[src/rtl/instr_fetch.sv]
// Instruction fetch unit: sequential fetch from a 1-cycle-latency instruction
// memory, stall hold, taken-bne redirect with a single squash bubble, and
// halt on WFI. instr is taken straight from the memory output (the memory
// holds its output while imem_rd_en is low), qualified by instr_valid.
module instr_fetch #(
  parameter int unsigned      dwidth_inst = 32,
  parameter int unsigned      PC_W        = 12,
  parameter logic [PC_W-1:0]  START_PC    = '0
) (
  input  logic                   clk,
  input  logic                   rst,
  input  logic                   ap_start,
  input  logic                   stall,
  input  logic                   branch_taken,
  input  logic [11:0]            branch_immediate,
  output logic [PC_W-1:0]        imem_addr,
  output logic                   imem_rd_en,
  input  logic [dwidth_inst-1:0] imem_rdata,
  output logic [dwidth_inst-1:0] instr,
  output logic                   instr_valid,
  output logic [PC_W-1:0]        pc,
  output logic                   busy,
  output logic                   halted
);

  localparam logic [dwidth_inst-1:0] WFI      = dwidth_inst'(32'h1050_0073);
  localparam logic [PC_W-1:0]        ALIGN    = ~PC_W'(3);
  localparam logic [PC_W-1:0]        START_AL = START_PC & ALIGN;

  typedef enum logic [1:0] {StIdle, StRun, StHalt} state_t;

  state_t            state_q, state_d;
  logic [PC_W-1:0]   pc_f_q, pc_f_d;
  logic [PC_W-1:0]   pc_q, pc_d;
  logic              valid_q, valid_d;
  logic signed [12:0] br_off;
  logic [PC_W-1:0]   br_target;
  logic              is_wfi;

  // Branch offset is in half-words; sign-extend to PC_W and keep word alignment.
  assign br_off    = signed'({branch_immediate, 1'b0});
  assign br_target = pc_q + (PC_W'(br_off) & ALIGN);

  // Squash-slot data is never valid, so a WFI there can never trigger a halt.
  assign instr       = valid_q ? imem_rdata : '0;
  assign is_wfi      = valid_q && (imem_rdata == WFI);
  assign instr_valid = valid_q;
  assign pc          = pc_q;
  assign imem_addr   = pc_f_q;
  assign busy        = (state_q == StRun);
  assign halted      = (state_q == StHalt);

  // State and fetch-pointer registers; async active-low reset.
  always_ff @(posedge clk or negedge rst) begin
    if (!rst) begin
      state_q <= StIdle;
      pc_f_q  <= START_AL;
      pc_q    <= '0;
      valid_q <= 1'b0;
    end else begin
      state_q <= state_d;
      pc_f_q  <= pc_f_d;
      pc_q    <= pc_d;
      valid_q <= valid_d;
    end
  end

  // Next-state, fetch sequencing and memory read enable.
  always_comb begin
    state_d    = state_q;
    pc_f_d     = pc_f_q;
    pc_d       = pc_q;
    valid_d    = valid_q;
    imem_rd_en = 1'b0;
    case (state_q)
      StIdle, StHalt: begin
        if (ap_start) begin
          pc_f_d  = START_AL;
          valid_d = 1'b0;
          state_d = StRun;
        end
      end
      StRun: begin
        // Stall freezes everything, including a pending branch decision.
        if (!stall) begin
          if (is_wfi) begin
            // No further fetch: the memory keeps presenting the WFI word.
            state_d = StHalt;
          end else begin
            imem_rd_en = 1'b1;
            pc_d       = pc_f_q;
            pc_f_d     = pc_f_q + PC_W'(4);
            valid_d    = 1'b1;
            if (valid_q && branch_taken) begin
              // The fetch issued this cycle becomes the bubble.
              pc_f_d  = br_target;
              valid_d = 1'b0;
            end
          end
        end
      end
      default: state_d = StIdle;
    endcase
  end

endmodule

[config.mk]
export PLATFORM = sky130hd
export DESIGN_NAME = instr_fetch
export DESIGN_NICKNAME = d
export VERILOG_FILES = /design/src/rtl/instr_fetch.sv
export SDC_FILE = /design/constraint.sdc
export NUM_CORES = 1
export LEC_CHECK = 0
export CAP_MARGIN = 20
export CORE_MARGIN = 4
export CORE_UTILIZATION = 39
export CTS_BUF_LIST = sky130_fd_sc_hd__clkbuf_4
export CTS_CLUSTER_DIAMETER = 30
export DETAILED_ROUTE_END_ITERATION = 10
export GPL_ROUTABILITY_DRIVEN = 0
export PLACE_DENSITY_LB_ADDON = 0.25
export SLEW_MARGIN = 30
export SYNTH_ARGS = -nofsm -noshare
export SYNTH_HDL_FRONTEND = slang
export SYNTH_SLANG_ARGS = --single-unit
[constraint.sdc]
create_clock -name clk -period 4.5 [get_ports clk]
set_input_delay 0.9 -clock clk [delete_from_list [all_inputs] [get_ports clk]]
set_output_delay 0.9 -clock clk [all_outputs]
set_load 0.02 [all_outputs]
Yosys cells after proc, flatten, opt, wreduce, memory -nomap -nowiden
Cells that the tools add are included.

Flip-flop bits (word level): 27.

Add/sub/neg operators: 2. Equal/unequal tests: 7. Multiplexer cells: 18. Bitwise operators: 2. Reductions and logical operators: 8.

Operators by type and width (count): $mux W12 (4); $eq A32 B29 Y1 const B (1); $mux W32 (1); $pmux W12 S2 (1); $add A12 B12 Y12 (1); $add A12 B3 Y12 const B (1); $mux W1 (7); $mux W2 (3); $ne A2 B2 Y1 const B (3); $reduce_and A3 Y1 (2); $pmux W2 S2 (1); $reduce_and A4 Y1 (1); $eq A2 B1 Y1 const B (1); $eq A2 B2 Y1 const B (1); $logic_and A1 B1 Y1 (2); $logic_not A2 Y1 (1); $ne A2 B1 Y1 const B (1); $not A1 Y1 (2); $pmux W1 S2 (1); $reduce_bool A2 Y1 (1); $reduce_or A2 Y1 (1).

Depth between registers and ports, before layout
Gate-level depths: netlist of run 1.

Depth after elaboration: 5. Mapped depth: 9.

Worst setup path after synthesis of run 1
No wires, ideal clock.

Kind: input port to output port. Start: input port imem_rdata[19]. End: output port imem_rd_en. Data arrival time: 2.013 ns. Required time: 3.600 ns. Path slack: 1.587 ns. Cell stages on the path: 7. Path buffers: 2. Cell sequence: nor4b_1 nand4_1 nor3_2 nand2b_1 buf_6 inv_2 buf_6.

Cells in the longest elaborated chain, start to end: 5.

RTL lines: from (decl) (RTL line 18) `input logic [dwidth_inst-1:0] imem_rdata,`; $eq A32 B29 Y1 (RTL line 46) `assign is_wfi = valid_q && (imem_rdata == WFI);`; $logic_and A1 B1 Y1 (RTL line 46); $mux W1 (RTL line 86) `if (is_wfi) begin`; $mux W1 (RTL line 85) `if (!stall) begin`; $mux W1 (RTL line 75) `case (state_q)`; to (decl) (RTL line 17) `output logic imem_rd_en,`.

No other way between the ends.

Worst setup path in the final report of run 1
Ends and elaborated chain as after synthesis.

==> metrics.txt, run 1 <==
# TYPE chip_impl_metric gauge
chip_impl_info{name="status",value="complete, no violations"} 1
chip_impl_info{name="worst_r2r_startpoint",value="pc[2]"} 1
chip_impl_metric{name="timing.max_slew.rel_slack",unit="%"} 52.80
chip_impl_metric{name="ys_warn_count",unit=""} 0
chip_impl_metric{name="final.hold.worst_slack",unit="ns"} 0.5176
chip_impl_info{name="end_kind",value="output port"} 1
chip_impl_metric{name="layout.filler_cells",unit=""} 514
chip_impl_metric{name="synthCells",unit=""} 252
chip_impl_metric{name="worstSkewPairLatency",unit="ns"} 0.34
chip_impl_metric{name="routed-via-count",unit=""} 2172
chip_impl_metric{name="worst_setup_hold_path_clk_slew",unit="ns"} 0.15
chip_impl_metric{name="mean_post_synth_cell_area",unit="µm²"} 8.272
chip_impl_metric{name="final-hold-violation-count",unit=""} 0
chip_impl_metric{name="fp.dieArea",unit="µm²"} 6579
chip_impl_metric{name="layout-drive-gt1-share",unit="%"} 4.237
chip_impl_metric{name="drt_iter0_markers",unit=""} 115
chip_impl_metric{name="fin_tns_setup",unit="ns"} 0
chip_impl_metric{name="dp_hpwl",unit="mm"} 5.060
chip_impl_metric{name="synth.yosys.seq_area_share",unit="%"} 32.41
chip_impl_metric{name="netlist.area_leader.share",unit="%"} 32.41
chip_impl_info{name="worst-setup-path-type",value="input pin to output port"} 1
chip_impl_metric{name="ant_nets",unit=""} 0
chip_impl_metric{name="synth.ff_latch_count",unit=""} 27
chip_impl_metric{name="first_pass_grt_wire_length",unit="mm"} 10.69
chip_impl_metric{name="area_occupied_by_multi_input_gates",unit="µm²"} 1271
chip_impl_metric{name="ctsResizeCount",unit=""} 0
chip_impl_metric{name="postSynth.asyncResetShare",unit="%"} 100.0
chip_impl_metric{name="post-cts-setup-buffer-count",unit=""} 0
chip_impl_info{name="ctsRootBufferMaster",value="sky130_fd_sc_hd__clkbuf_4"} 1
chip_impl_info{name="synth_ff_type",value="sky130_fd_sc_hd__dfrtp_1"} 1
chip_impl_metric{name="power_density",unit="nW/µm²"} 419.8
chip_impl_metric{name="finalSetupViolations",unit=""} 0
chip_impl_metric{name="detail_route.first_pass.iterations",unit=""} 4
chip_impl_info{name="holdPathEnd",value="pc[0]"} 1
chip_impl_metric{name="drcViolationCount",unit=""} 0
chip_impl_metric{name="vias_in_the_first_global_route",unit=""} 2112
chip_impl_info{name="tritoncts",value="yes"} 1
chip_impl_metric{name="cap_viol_max_count",unit=""} 0
chip_impl_info{name="timing.critical_path.slowest_stage_cell",value="sky130_fd_sc_hd__clkdlybuf4s50_1"} 1
chip_impl_metric{name="layout-area-overhead-vs-synth",unit="%"} 53.18
chip_impl_info{name="classification_of_the_worst_slack_hold_path",value="register to register"} 1
chip_impl_metric{name="fp.coreArea",unit="µm²"} 5140
chip_impl_metric{name="worst-endpoint-arrival",unit="ns"} 3.07
chip_impl_metric{name="synth_enable_flop_cells",unit=""} 0
chip_impl_metric{name="insertedDiodeCount",unit=""} 0
chip_impl_metric{name="final-seq-area",unit="µm²"} 675.6
chip_impl_metric{name="summed_instance_area_of_the_synthesized_netlist",unit="µm²"} 2084
chip_impl_metric{name="std_cell_rows",unit=""} 26
chip_impl_metric{name="crit_path_max_incr_delay",unit="ns"} 0.57
chip_impl_info{name="netlist_top_cells_area",value="sky130_fd_sc_hd__dfrtp_1 (32%), sky130_fd_sc_hd__and2_1 (9.9%), sky130_fd_sc_hd__nand2_1 (6.3%)"} 1
chip_impl_metric{name="vdd_drop_max",unit="mV"} 0.3172
chip_impl_metric{name="boundaryPins",unit=""} 109
chip_impl_metric{name="wirelength",unit="mm"} 6.469
chip_impl_metric{name="crit_required",unit="ns"} 3.60
chip_impl_info{name="rsz0062_at_grt",value="no"} 1
chip_impl_metric{name="die_y",unit="µm"} 81.11
chip_impl_metric{name="die-width",unit="µm"} 81.11
chip_impl_info{name="cpMostUsedCell",value="sky130_fd_sc_hd__clkdlybuf4s50_1"} 1
chip_impl_metric{name="whs_path_depth",unit=""} 2
chip_impl_metric{name="timing.critical_path.fanout_max",unit=""} 13
chip_impl_info{name="timing.hold.worst.start",value="pc[0]"} 1
chip_impl_metric{name="track_usage",unit="%"} 20.47
chip_impl_metric{name="cts_max_level",unit=""} 1
chip_impl_metric{name="place.port_buffers",unit=""} 106
chip_impl_info{name="crit_start_category",value="input pin"} 1
chip_impl_metric{name="effective_utilization_at_floorplan",unit="%"} 40.56
chip_impl_metric{name="finalCriticalPeriod",unit="ns"} 3.966
chip_impl_metric{name="grt_max_degree",unit=""} 36
chip_impl_metric{name="clock_sink_count",unit=""} 27
chip_impl_info{name="post_synth_top_area_cell",value="sky130_fd_sc_hd__dfrtp_1"} 1
chip_impl_metric{name="maxSlewViolCount",unit=""} 0
chip_impl_metric{name="cts.hold.buffers_added",unit=""} 0
chip_impl_metric{name="synth_nets",unit=""} 312
chip_impl_metric{name="p_leak",unit="nW"} 1.328
chip_impl_metric{name="antenna_found_initial",unit=""} 0
chip_impl_metric{name="timing.reg2reg.worst_path_depth",unit=""} 9
chip_impl_metric{name="worstMarginPinSlew",unit="ns"} 0.7080
chip_impl_metric{name="min_period_over_period",unit="%"} 88.14
chip_impl_info{name="r2r-end",value="imem_addr[10]"} 1
chip_impl_info{name="final_common_cell",value="sky130_fd_sc_hd__clkdlybuf4s50_1"} 1
chip_impl_metric{name="timing.clock.skew",unit="ns"} 0.01483
chip_impl_metric{name="max_clock_freq",unit="MHz"} 252.1
chip_impl_info{name="worstPathCellList",value="clkdlybuf4s50_1 -> nor4b_1 -> nand4_1 -> nor3_2 -> nand2b_1 -> inv_2 -> clkdlybuf4s50_1"} 1
chip_impl_metric{name="globalRouteOverflowTotal",unit=""} 0
chip_impl_metric{name="synth_cell_types",unit=""} 51
chip_impl_metric{name="routed_via_density",unit=""} 5.123
chip_impl_metric{name="ff2ff_setup_slack",unit="ns"} 2.13
chip_impl_metric{name="nets",unit=""} 415
chip_impl_metric{name="detail_route.wl_per_cell",unit="µm"} 15.26
chip_impl_metric{name="cts_buffers",unit=""} 3
chip_impl_metric{name="max-clock-path-buffers",unit=""} 2
chip_impl_info{name="most_frequent_cells_in_the_layout",value="sky130_fd_sc_hd__clkdlybuf4s50_1 (106), sky130_fd_sc_hd__nand2_1 (35), sky130_fd_sc_hd__and2_1 (33)"} 1
## how the worst max path moves through the flow
stage	start	end	slack, ns	cells past startpoint
5_1_grt	imem_rdata[19]	imem_rd_en	0.34	7
3_5_place_dp	imem_rdata[19]	imem_rd_en	0.52	7
3_3_place_gp	imem_rdata[19]	imem_rd_en	0.52	7
4_1_cts	imem_rdata[19]	imem_rd_en	0.50	7
6_report	imem_rdata[19]	imem_rd_en	0.53	7
2_1_floorplan	imem_rdata[19]	imem_rd_en	1.59	7
## kinds of logic after synthesis
family                     count (synthesis)  share of synthesized area [%]
muxes                                      2                          1.200
xor gates and xnor gates                   6                          2.521
and+or+nand+nor                          123                          32.05
DFF                                       27                          32.41
AOI/OAI and AO/OA                         60                          18.25
adders and majority gates                 11                          6.963
buffers and inverters                     23                          6.602
## layout make-up
| cell class | count | share of cell area, % |
|---|---|---|
| multi-input combinational | 202 | 39.81 |
| tap | 70 | 2.743 |
| clock inverter | 1 | 0.2351 |
| sequential | 27 | 21.16 |
| timing repair buffer | 109 | 33.93 |
| clock buffer | 3 | 0.7053 |
| inverter | 12 | 1.411 |
## cell usage after synthesis, drive strengths merged (5+ instances only)
library cell,n
a21oi,9
a31oi,6
and2,33
and3,6
buf,5
clkbuf,6
dfrtp,27
ha,10
inv,12
nand2,36
nand3,10
nor2,11
nor3,8
o21ai,21
## sequential cells by signal, indices dropped and copies added (netlist names)
name	flops
pc	12
instr_valid	1
state_q	2
imem_addr	12
## per-stage QoR
step,worst slack (ns),cells,utilization [%],cell area (µm²),total power [mW]
final,0.5338,424,62.12,3193,1.340
after global routing,0.3381,424,62.12,3193,1.451
after CTS,0.5045,424,62.12,3193,1.349
after detailed placement,0.5180,420,61.54,3163,1.233
after global placement,0.5188,420,61.54,3163,1.220
after floorplan,1.587,252,-,2085,0.8859
## layer usage
layer / global-route usage (%) / wire [µm] / vias up
met5: 0 / 0 / -
met2: 34.40 / 3107 / 77
met3: 3.104 / 357 / 4
met4: 3.885 / 34 / 0
met1: 28.01 / 2969 / 994
li1: - / - / 1097
## worst max-delay path, delay by kind of cell
kind	cells	cell delay [ns]
buf+inv	3	1.12
simple gates	4	1.05
## power breakdown
part / switching, mW / total (mW) / leakage (nW) / internal, mW
Sequential: 0.0988 / 0.421 / 0.341 / 0.322
Clock: 0.0793 / 0.113 / 0.0139 / 0.0340
Combinational: 0.410 / 0.806 / 0.973 / 0.397
Note: power is estimated with default switching activity, not from simulation.
==> run 2, diff against run 1 <==
--- a/config.mk
+++ b/config.mk
@@ -7,7 +7,7 @@
 export LEC_CHECK = 0
 export CAP_MARGIN = 20
 export CORE_MARGIN = 4
-export CORE_UTILIZATION = 39
+export CORE_UTILIZATION = 29
 export CTS_BUF_LIST = sky130_fd_sc_hd__clkbuf_4
 export CTS_CLUSTER_DIAMETER = 30
 export DETAILED_ROUTE_END_ITERATION = 10
==> constraint.sdc (replaced) <==
create_clock -name clk -period 4.5 [get_ports clk]
set_input_delay 0.675 -clock clk [delete_from_list [all_inputs] [get_ports clk]]
set_output_delay 0.675 -clock clk [all_outputs]
set_load 0.02 [all_outputs]
==> run 2 against run 1 <==
  * Count of clock-buffer cells in the layout did not move
  * Non-clock buffer count shrank 1
  * Sequential cell count stayed put
  * First-iteration DRC count fell by 41%
  * Via count decreased by 1.6%
  * Critical path depth unchanged
  * Worst setup slack improved by 0.49 ns
  * Critical endpoint unchanged
==> metrics.txt, run 2 (same netlist as run 1, synthesis figures left out) <==
# TYPE chip_impl_metric gauge
chip_impl_metric{name="cts_max_level",unit=""} 1
chip_impl_metric{name="ant_nets",unit=""} 0
chip_impl_metric{name="timing.max_slew.rel_slack",unit="%"} 44.90
chip_impl_metric{name="max_clock_freq",unit="MHz"} 287.4
chip_impl_metric{name="std_cell_rows",unit=""} 30
chip_impl_metric{name="post_layout_nonfiller_instances",unit=""} 449
chip_impl_info{name="ctsRootBufferMaster",value="sky130_fd_sc_hd__clkbuf_4"} 1
chip_impl_metric{name="nets",unit=""} 414
chip_impl_metric{name="wirelength_met1",unit="mm"} 2.959
chip_impl_metric{name="insertedDiodeCount",unit=""} 0
chip_impl_metric{name="layout-drive-gt1-share",unit="%"} 3.966
chip_impl_info{name="end_kind",value="output port"} 1
chip_impl_metric{name="cts_buffers",unit=""} 3
chip_impl_metric{name="dp_hpwl",unit="mm"} 5.146
chip_impl_metric{name="design_power_total",unit="mW"} 1.344
chip_impl_metric{name="comb_power_share",unit="%"} 59.4
chip_impl_metric{name="globalRouteOverflowTotal",unit=""} 0
chip_impl_metric{name="seq_power_share",unit="%"} 31.9
chip_impl_metric{name="worstSkewPairLatency",unit="ns"} 0.35
chip_impl_metric{name="power.switching_fraction",unit="%"} 44.06
chip_impl_metric{name="worst_setup_hold_path_clk_slew",unit="ns"} 0.16
chip_impl_info{name="classification_of_the_worst_slack_hold_path",value="register to register"} 1
chip_impl_metric{name="fp.coreArea",unit="µm²"} 6907
chip_impl_metric{name="worst-endpoint-arrival",unit="ns"} 2.80
chip_impl_metric{name="timing.clock.skew",unit="ns"} 0.01313
chip_impl_info{name="timing.critical_path.slowest_stage_cell",value="sky130_fd_sc_hd__clkdlybuf4s50_1"} 1
chip_impl_info{name="most_frequent_cells_in_the_layout",value="sky130_fd_sc_hd__clkdlybuf4s50_1 (106), sky130_fd_sc_hd__nand2_1 (35), sky130_fd_sc_hd__and2_1 (33)"} 1
chip_impl_info{name="worst-setup-path-type",value="input pin to output port"} 1
chip_impl_info{name="final_common_cell",value="sky130_fd_sc_hd__clkdlybuf4s50_1"} 1
chip_impl_metric{name="layout.filler_cells",unit=""} 727
chip_impl_metric{name="vias_in_the_first_global_route",unit=""} 2154
chip_impl_metric{name="fin_tns_setup",unit="ns"} 0
chip_impl_metric{name="first_pass_grt_wire_length",unit="mm"} 10.84
chip_impl_metric{name="max-clock-path-buffers",unit=""} 2
chip_impl_metric{name="p_leak",unit="nW"} 1.323
chip_impl_metric{name="drt_iter0_markers",unit=""} 68
chip_impl_metric{name="worstMarginPinSlew",unit="ns"} 0.8265
chip_impl_metric{name="post-cts-setup-buffer-count",unit=""} 0
chip_impl_metric{name="met3_length",unit="µm"} 249
chip_impl_metric{name="cts.hold.buffers_added",unit=""} 0
chip_impl_metric{name="clock_power_share",unit="%"} 8.7
chip_impl_info{name="status",value="complete, no violations"} 1
chip_impl_metric{name="track_usage",unit="%"} 15.55
chip_impl_metric{name="internal-power",unit="µW"} 751.7
chip_impl_metric{name="min_period_over_period",unit="%"} 77.33
chip_impl_info{name="crit_start_category",value="input pin"} 1
chip_impl_metric{name="ctsResizeCount",unit=""} 0
chip_impl_info{name="tritoncts",value="yes"} 1
chip_impl_metric{name="power_density",unit="nW/µm²"} 417.6
chip_impl_metric{name="routed_via_density",unit=""} 4.762
chip_impl_metric{name="die-width",unit="µm"} 92.78
chip_impl_metric{name="boundaryPins",unit=""} 109
chip_impl_metric{name="fp.dieArea",unit="µm²"} 8608
chip_impl_info{name="rsz0062_at_grt",value="no"} 1
chip_impl_metric{name="routed-via-count",unit=""} 2138
chip_impl_metric{name="finalCriticalPeriod",unit="ns"} 3.480
chip_impl_info{name="top_layer",value="met4"} 1
chip_impl_metric{name="final-hold-violation-count",unit=""} 0
chip_impl_metric{name="grt_max_degree",unit=""} 37
chip_impl_metric{name="cap_viol_max_count",unit=""} 0
chip_impl_metric{name="maxSlewViolCount",unit=""} 0
chip_impl_metric{name="place.port_buffers",unit=""} 106
chip_impl_metric{name="antenna_found_initial",unit=""} 0
chip_impl_metric{name="effective_utilization_at_floorplan",unit="%"} 30.18
chip_impl_metric{name="crit_required",unit="ns"} 3.83
chip_impl_metric{name="wirelength",unit="mm"} 6.630
chip_impl_metric{name="switching_power",unit="µW"} 592.0
chip_impl_info{name="cpMostUsedCell",value="sky130_fd_sc_hd__clkdlybuf4s50_1"} 1
chip_impl_metric{name="drcViolationCount",unit=""} 0
chip_impl_metric{name="clock_sink_count",unit=""} 27
chip_impl_metric{name="layout-area-overhead-vs-synth",unit="%"} 54.38
chip_impl_metric{name="detail_route.wl_per_cell",unit="µm"} 14.77
chip_impl_metric{name="finalSetupViolations",unit=""} 0
chip_impl_metric{name="crit_path_max_incr_delay",unit="ns"} 0.57
chip_impl_metric{name="dpl.cell_count",unit=""} 445
chip_impl_metric{name="die_y",unit="µm"} 92.78
chip_impl_metric{name="met2_wirelength",unit="mm"} 3.387
chip_impl_metric{name="vdd_drop_max",unit="mV"} 0.2127
chip_impl_metric{name="timing.critical_path.fanout_max",unit=""} 13
chip_impl_metric{name="final-seq-area",unit="µm²"} 675.6
chip_impl_info{name="worstPathCellList",value="clkdlybuf4s50_1 -> nor4b_1 -> nand3_1 -> nor3_2 -> nand2b_1 -> inv_2 -> clkdlybuf4s50_1"} 1
chip_impl_metric{name="area_occupied_by_multi_input_gates",unit="µm²"} 1271
chip_impl_metric{name="detail_route.first_pass.iterations",unit=""} 4
[run 2: changes by cell type in the layout (fill, tap and decap cells not counted)]
cell,change
sky130_fd_sc_hd__buf_4,-1
[run 2: cell type report]
class                           count  share of cell area (%)
Multi-Input combinational cell    202                   39.50
Clock buffer                        3                  0.6998
Inverter                           12                   1.400
Clock inverter                      1                  0.2333
Sequential cell                    27                   21.00
Tap cell                           96                   3.732
Timing Repair Buffer              108                   33.44
[run 2: final timing paths]
path                                 to     startpoint  slack (ns)  cells past startpoint
min                               pc[6]          pc[6]        0.53                      2
min in group asynchronous         pc[5]            rst        0.67                      2
min reg2reg                       pc[6]          pc[6]        0.53                      2
max                          imem_rd_en  imem_rdata[9]        1.02                      7
max reg2reg                imem_addr[0]    instr_valid        2.08                      4
max in group asynchronous  imem_addr[8]            rst        3.56                      2
[run 2: critical path: cells and delay by family]
family | cells | cell delay [ns]
buffers and inverters | 3 | 1.10
AND/OR/NAND/NOR | 4 | 1.02
[run 2: power by group through the flow]
stage | logic, mW | registers (mW) | clock network [mW]
after CTS | 0.805 | 0.429 | 0.121
after detailed placement | 0.798 | 0.434 | 0
after global routing | 0.875 | 0.449 | 0.131
after floorplan | 0.380 | 0.506 | 0
after global placement | 0.789 | 0.434 | 0
final | 0.798 | 0.429 | 0.117
[run 2: routing by layer]
| layer | vias to the layer above | GRT usage, % |
|---|---|---|
| met5 | - | 0 |
| li1 | 1099 | - |
| met4 | 0 | 1.832 |
| met1 | 991 | 20.16 |
| met3 | 4 | 2.518 |
| met2 | 44 | 27.83 |
[run 2: through the flow]
stage                     hold WS, ns  util (%)  worst slack (ns)  area [µm²]
final                          0.5251     46.59             1.020        3218
after global routing           0.5596     46.59            0.7647        3218
after CTS                      0.5287     46.59            0.9882        3218
after detailed placement       0.4926     46.16            0.9898        3188
after global placement         0.4915     46.16             1.018        3188
after floorplan                0.3794         -             2.028        2085
==> run 3, diff against run 2 <==
==> constraint.sdc (replaced) <==
create_clock -name clk -period 3.35 [get_ports clk]
set_input_delay 0.5025 -clock clk [delete_from_list [all_inputs] [get_ports clk]]
set_output_delay 0.5025 -clock clk [all_outputs]
set_load 0.02 [all_outputs]
==> run 3 against run 2 <==
  * Via count increased by 1.6%
  * Design area increased by 0.39%
  * Hold slack worse by 0.013 ns
  * Core utilization up 0.18 points
==> metrics.txt, run 3 (same netlist as run 1, synthesis figures left out) <==
# TYPE chip_impl_metric gauge
chip_impl_info{name="classification_of_the_worst_slack_hold_path",value="input pin to async pin"} 1
chip_impl_metric{name="worst-endpoint-arrival",unit="ns"} 2.53
chip_impl_metric{name="max-clock-path-buffers",unit=""} 2
chip_impl_metric{name="die-width",unit="µm"} 92.78
chip_impl_metric{name="switching_power",unit="µW"} 787.3
chip_impl_info{name="final_common_cell",value="sky130_fd_sc_hd__clkdlybuf4s50_1"} 1
chip_impl_metric{name="post_layout_nonfiller_instances",unit=""} 451
chip_impl_metric{name="dpl.cell_count",unit=""} 447
chip_impl_metric{name="cts.hold.buffers_added",unit=""} 0
chip_impl_metric{name="layout-drive-gt1-share",unit="%"} 4.507
chip_impl_metric{name="place.port_buffers",unit=""} 106
chip_impl_metric{name="clock_power_share",unit="%"} 8.4
chip_impl_metric{name="seq_power_share",unit="%"} 31.6
chip_impl_metric{name="drt_iter0_markers",unit=""} 77
chip_impl_metric{name="timing.critical_path.fanout_max",unit=""} 3
chip_impl_metric{name="track_usage",unit="%"} 15.46
chip_impl_metric{name="insertedDiodeCount",unit=""} 0
chip_impl_metric{name="fp.coreArea",unit="µm²"} 6907
chip_impl_metric{name="cts_max_level",unit=""} 1
chip_impl_info{name="rsz0062_at_grt",value="no"} 1
chip_impl_metric{name="timing.reg2reg.worst_path_depth",unit=""} 9
chip_impl_metric{name="power.switching_fraction",unit="%"} 43.78
chip_impl_metric{name="first_pass_grt_wire_length",unit="mm"} 10.79
chip_impl_metric{name="internal-power",unit="mW"} 1.011
chip_impl_info{name="end_kind",value="output port"} 1
chip_impl_metric{name="fp.dieArea",unit="µm²"} 8608
chip_impl_info{name="most_frequent_cells_in_the_layout",value="sky130_fd_sc_hd__clkdlybuf4s50_1 (106), sky130_fd_sc_hd__nand2_1 (35), sky130_fd_sc_hd__and2_1 (33)"} 1
chip_impl_metric{name="crit_required",unit="ns"} 2.85
chip_impl_info{name="status",value="complete, no violations"} 1
chip_impl_metric{name="ff2ff_setup_slack",unit="ns"} 1.02
chip_impl_metric{name="final.setup.worst_slack",unit="ns"} 0.3202
chip_impl_metric{name="wirelength",unit="mm"} 6.616
chip_impl_metric{name="vias_in_the_first_global_route",unit=""} 2100
chip_impl_metric{name="final-hold-violation-count",unit=""} 0
chip_impl_metric{name="globalRouteOverflowTotal",unit=""} 0
chip_impl_metric{name="vdd_drop_max",unit="mV"} 0.3004
chip_impl_metric{name="std_cell_rows",unit=""} 30
chip_impl_metric{name="ctsResizeCount",unit=""} 0
chip_impl_metric{name="antenna_found_initial",unit=""} 0
chip_impl_metric{name="effective_utilization_at_floorplan",unit="%"} 30.18
chip_impl_metric{name="clock_sink_count",unit=""} 27
chip_impl_metric{name="finalCriticalPeriod",unit="ns"} 3.030
chip_impl_info{name="tritoncts",value="yes"} 1
chip_impl_metric{name="layout.filler_cells",unit=""} 706
chip_impl_metric{name="worstMarginPinSlew",unit="ns"} 0.6992
chip_impl_metric{name="timing.max_slew.rel_slack",unit="%"} 53.38
chip_impl_metric{name="layout-area-overhead-vs-synth",unit="%"} 54.98
chip_impl_metric{name="cap_viol_max_count",unit=""} 0
chip_impl_metric{name="drcViolationCount",unit=""} 0
chip_impl_metric{name="worst_setup_hold_path_clk_slew",unit="ns"} 0.16
chip_impl_metric{name="routed_via_density",unit=""} 4.816
chip_impl_metric{name="nets",unit=""} 416
chip_impl_metric{name="timing.clock.skew",unit="ns"} 0.007873
chip_impl_info{name="ctsRootBufferMaster",value="sky130_fd_sc_hd__clkbuf_4"} 1
chip_impl_metric{name="detail_route.wl_per_cell",unit="µm"} 14.67
chip_impl_metric{name="ant_nets",unit=""} 0
chip_impl_metric{name="grt_max_degree",unit=""} 37
chip_impl_metric{name="min_period_over_period",unit="%"} 90.44
chip_impl_metric{name="worstSkewPairLatency",unit="ns"} 0.34
chip_impl_metric{name="cts_buffers",unit=""} 3
chip_impl_metric{name="fin_tns_setup",unit="ns"} 0
chip_impl_metric{name="preCtsSetupSlack",unit="ns"} 0.3088
chip_impl_info{name="crit_start_category",value="input pin"} 1
chip_impl_metric{name="die_y",unit="µm"} 92.78
chip_impl_metric{name="post-cts-setup-buffer-count",unit=""} 0
chip_impl_metric{name="detail_route.first_pass.iterations",unit=""} 4
chip_impl_metric{name="maxSlewViolCount",unit=""} 0
chip_impl_metric{name="boundaryPins",unit=""} 109
chip_impl_info{name="worst-setup-path-type",value="input pin to output port"} 1
chip_impl_metric{name="max_clock_freq",unit="MHz"} 330.1
chip_impl_metric{name="routed-via-count",unit=""} 2172
chip_impl_metric{name="power_density",unit="nW/µm²"} 556.6
chip_impl_metric{name="dp_hpwl",unit="mm"} 5.221
chip_impl_metric{name="finalSetupViolations",unit=""} 0
chip_impl_metric{name="comb_power_share",unit="%"} 60.0
chip_impl_metric{name="p_leak",unit="nW"} 1.337
-- run 3: cell count changes in the layout (fill, tap and decap cells not counted) --
| cell | previous run | this run |
|---|---|---|
| sky130_fd_sc_hd__clkinv_2 | 0 | 1 |
| sky130_fd_sc_hd__buf_4 | 2 | 4 |
| sky130_fd_sc_hd__clkinvlp_4 | 1 | 0 |
-- run 3: path summary, 6_finish.rpt --
| check | startpoint | end |
|---|---|---|
| max reg2reg | pc[2] | imem_addr[10] |
| min reg2reg | pc[6] | pc[6] |
| min in group clk | pc[6] | pc[6] |
| min | rst | pc[7] |
| max in group asynchronous | rst | imem_addr[4] |
| max | imem_rdata[25] | imem_rd_en |
-- run 3: final cells by class --
cell class	instances	area [µm²]	area share (%)
Clock buffer	3	22.52	0.6971
Clock inverter	1	5.005	0.1549
Inverter	12	45.04	1.394
Multi-Input combinational cell	202	1271	39.35
Sequential cell	27	675.6	20.91
Tap cell	96	120.1	3.718
Timing Repair Buffer	110	1091	33.77
-- run 3: per-layer routing --
layer / routed length, µm / track usage (%) / vias up
met3: 271 / 2.275 / 4
met5: 0 / 0 / -
met1: 2975 / 21.09 / 1007
met4: 57 / 2.320 / 0
li1: - / - / 1100
met2: 3312 / 26.33 / 61
-- run 3: power groups by stage --
stage          sequential, mW  clock [mW]  combinational [mW]
2_1_floorplan           0.680           0               0.511
3_3_place_gp            0.574           0                1.07
3_5_place_dp            0.576           0                1.09
4_1_cts                 0.569       0.159                1.09
5_1_grt                 0.594       0.170                1.19
6_report                0.568       0.152                1.08
-- run 3: worst max-delay path, stage by stage --
cell                              delay (ns)
sky130_fd_sc_hd__clkdlybuf4s50_1        0.43
sky130_fd_sc_hd__nor4b_1                0.34
sky130_fd_sc_hd__nand4_1                0.22
sky130_fd_sc_hd__nor3_2                 0.28
sky130_fd_sc_hd__nand2b_1               0.17
sky130_fd_sc_hd__inv_2                  0.06
sky130_fd_sc_hd__clkdlybuf4s50_1        0.53
-- run 3: metrics by stage --
| stage | util (%) | cell area (µm²) | power [mW] | hold WS [ns] |
|---|---|---|---|---|
| finish | 46.78 | 3231 | 1.798 | 0.5120 |
| global route | 46.78 | 3231 | 1.952 | 0.5413 |
| CTS | 46.78 | 3231 | 1.819 | 0.5234 |
| detailed placement | 46.38 | 3203 | 1.661 | 0.4936 |
| global placement | 46.38 | 3203 | 1.645 | 0.4882 |
| floorplan | - | 2085 | 1.190 | 0.2069 |
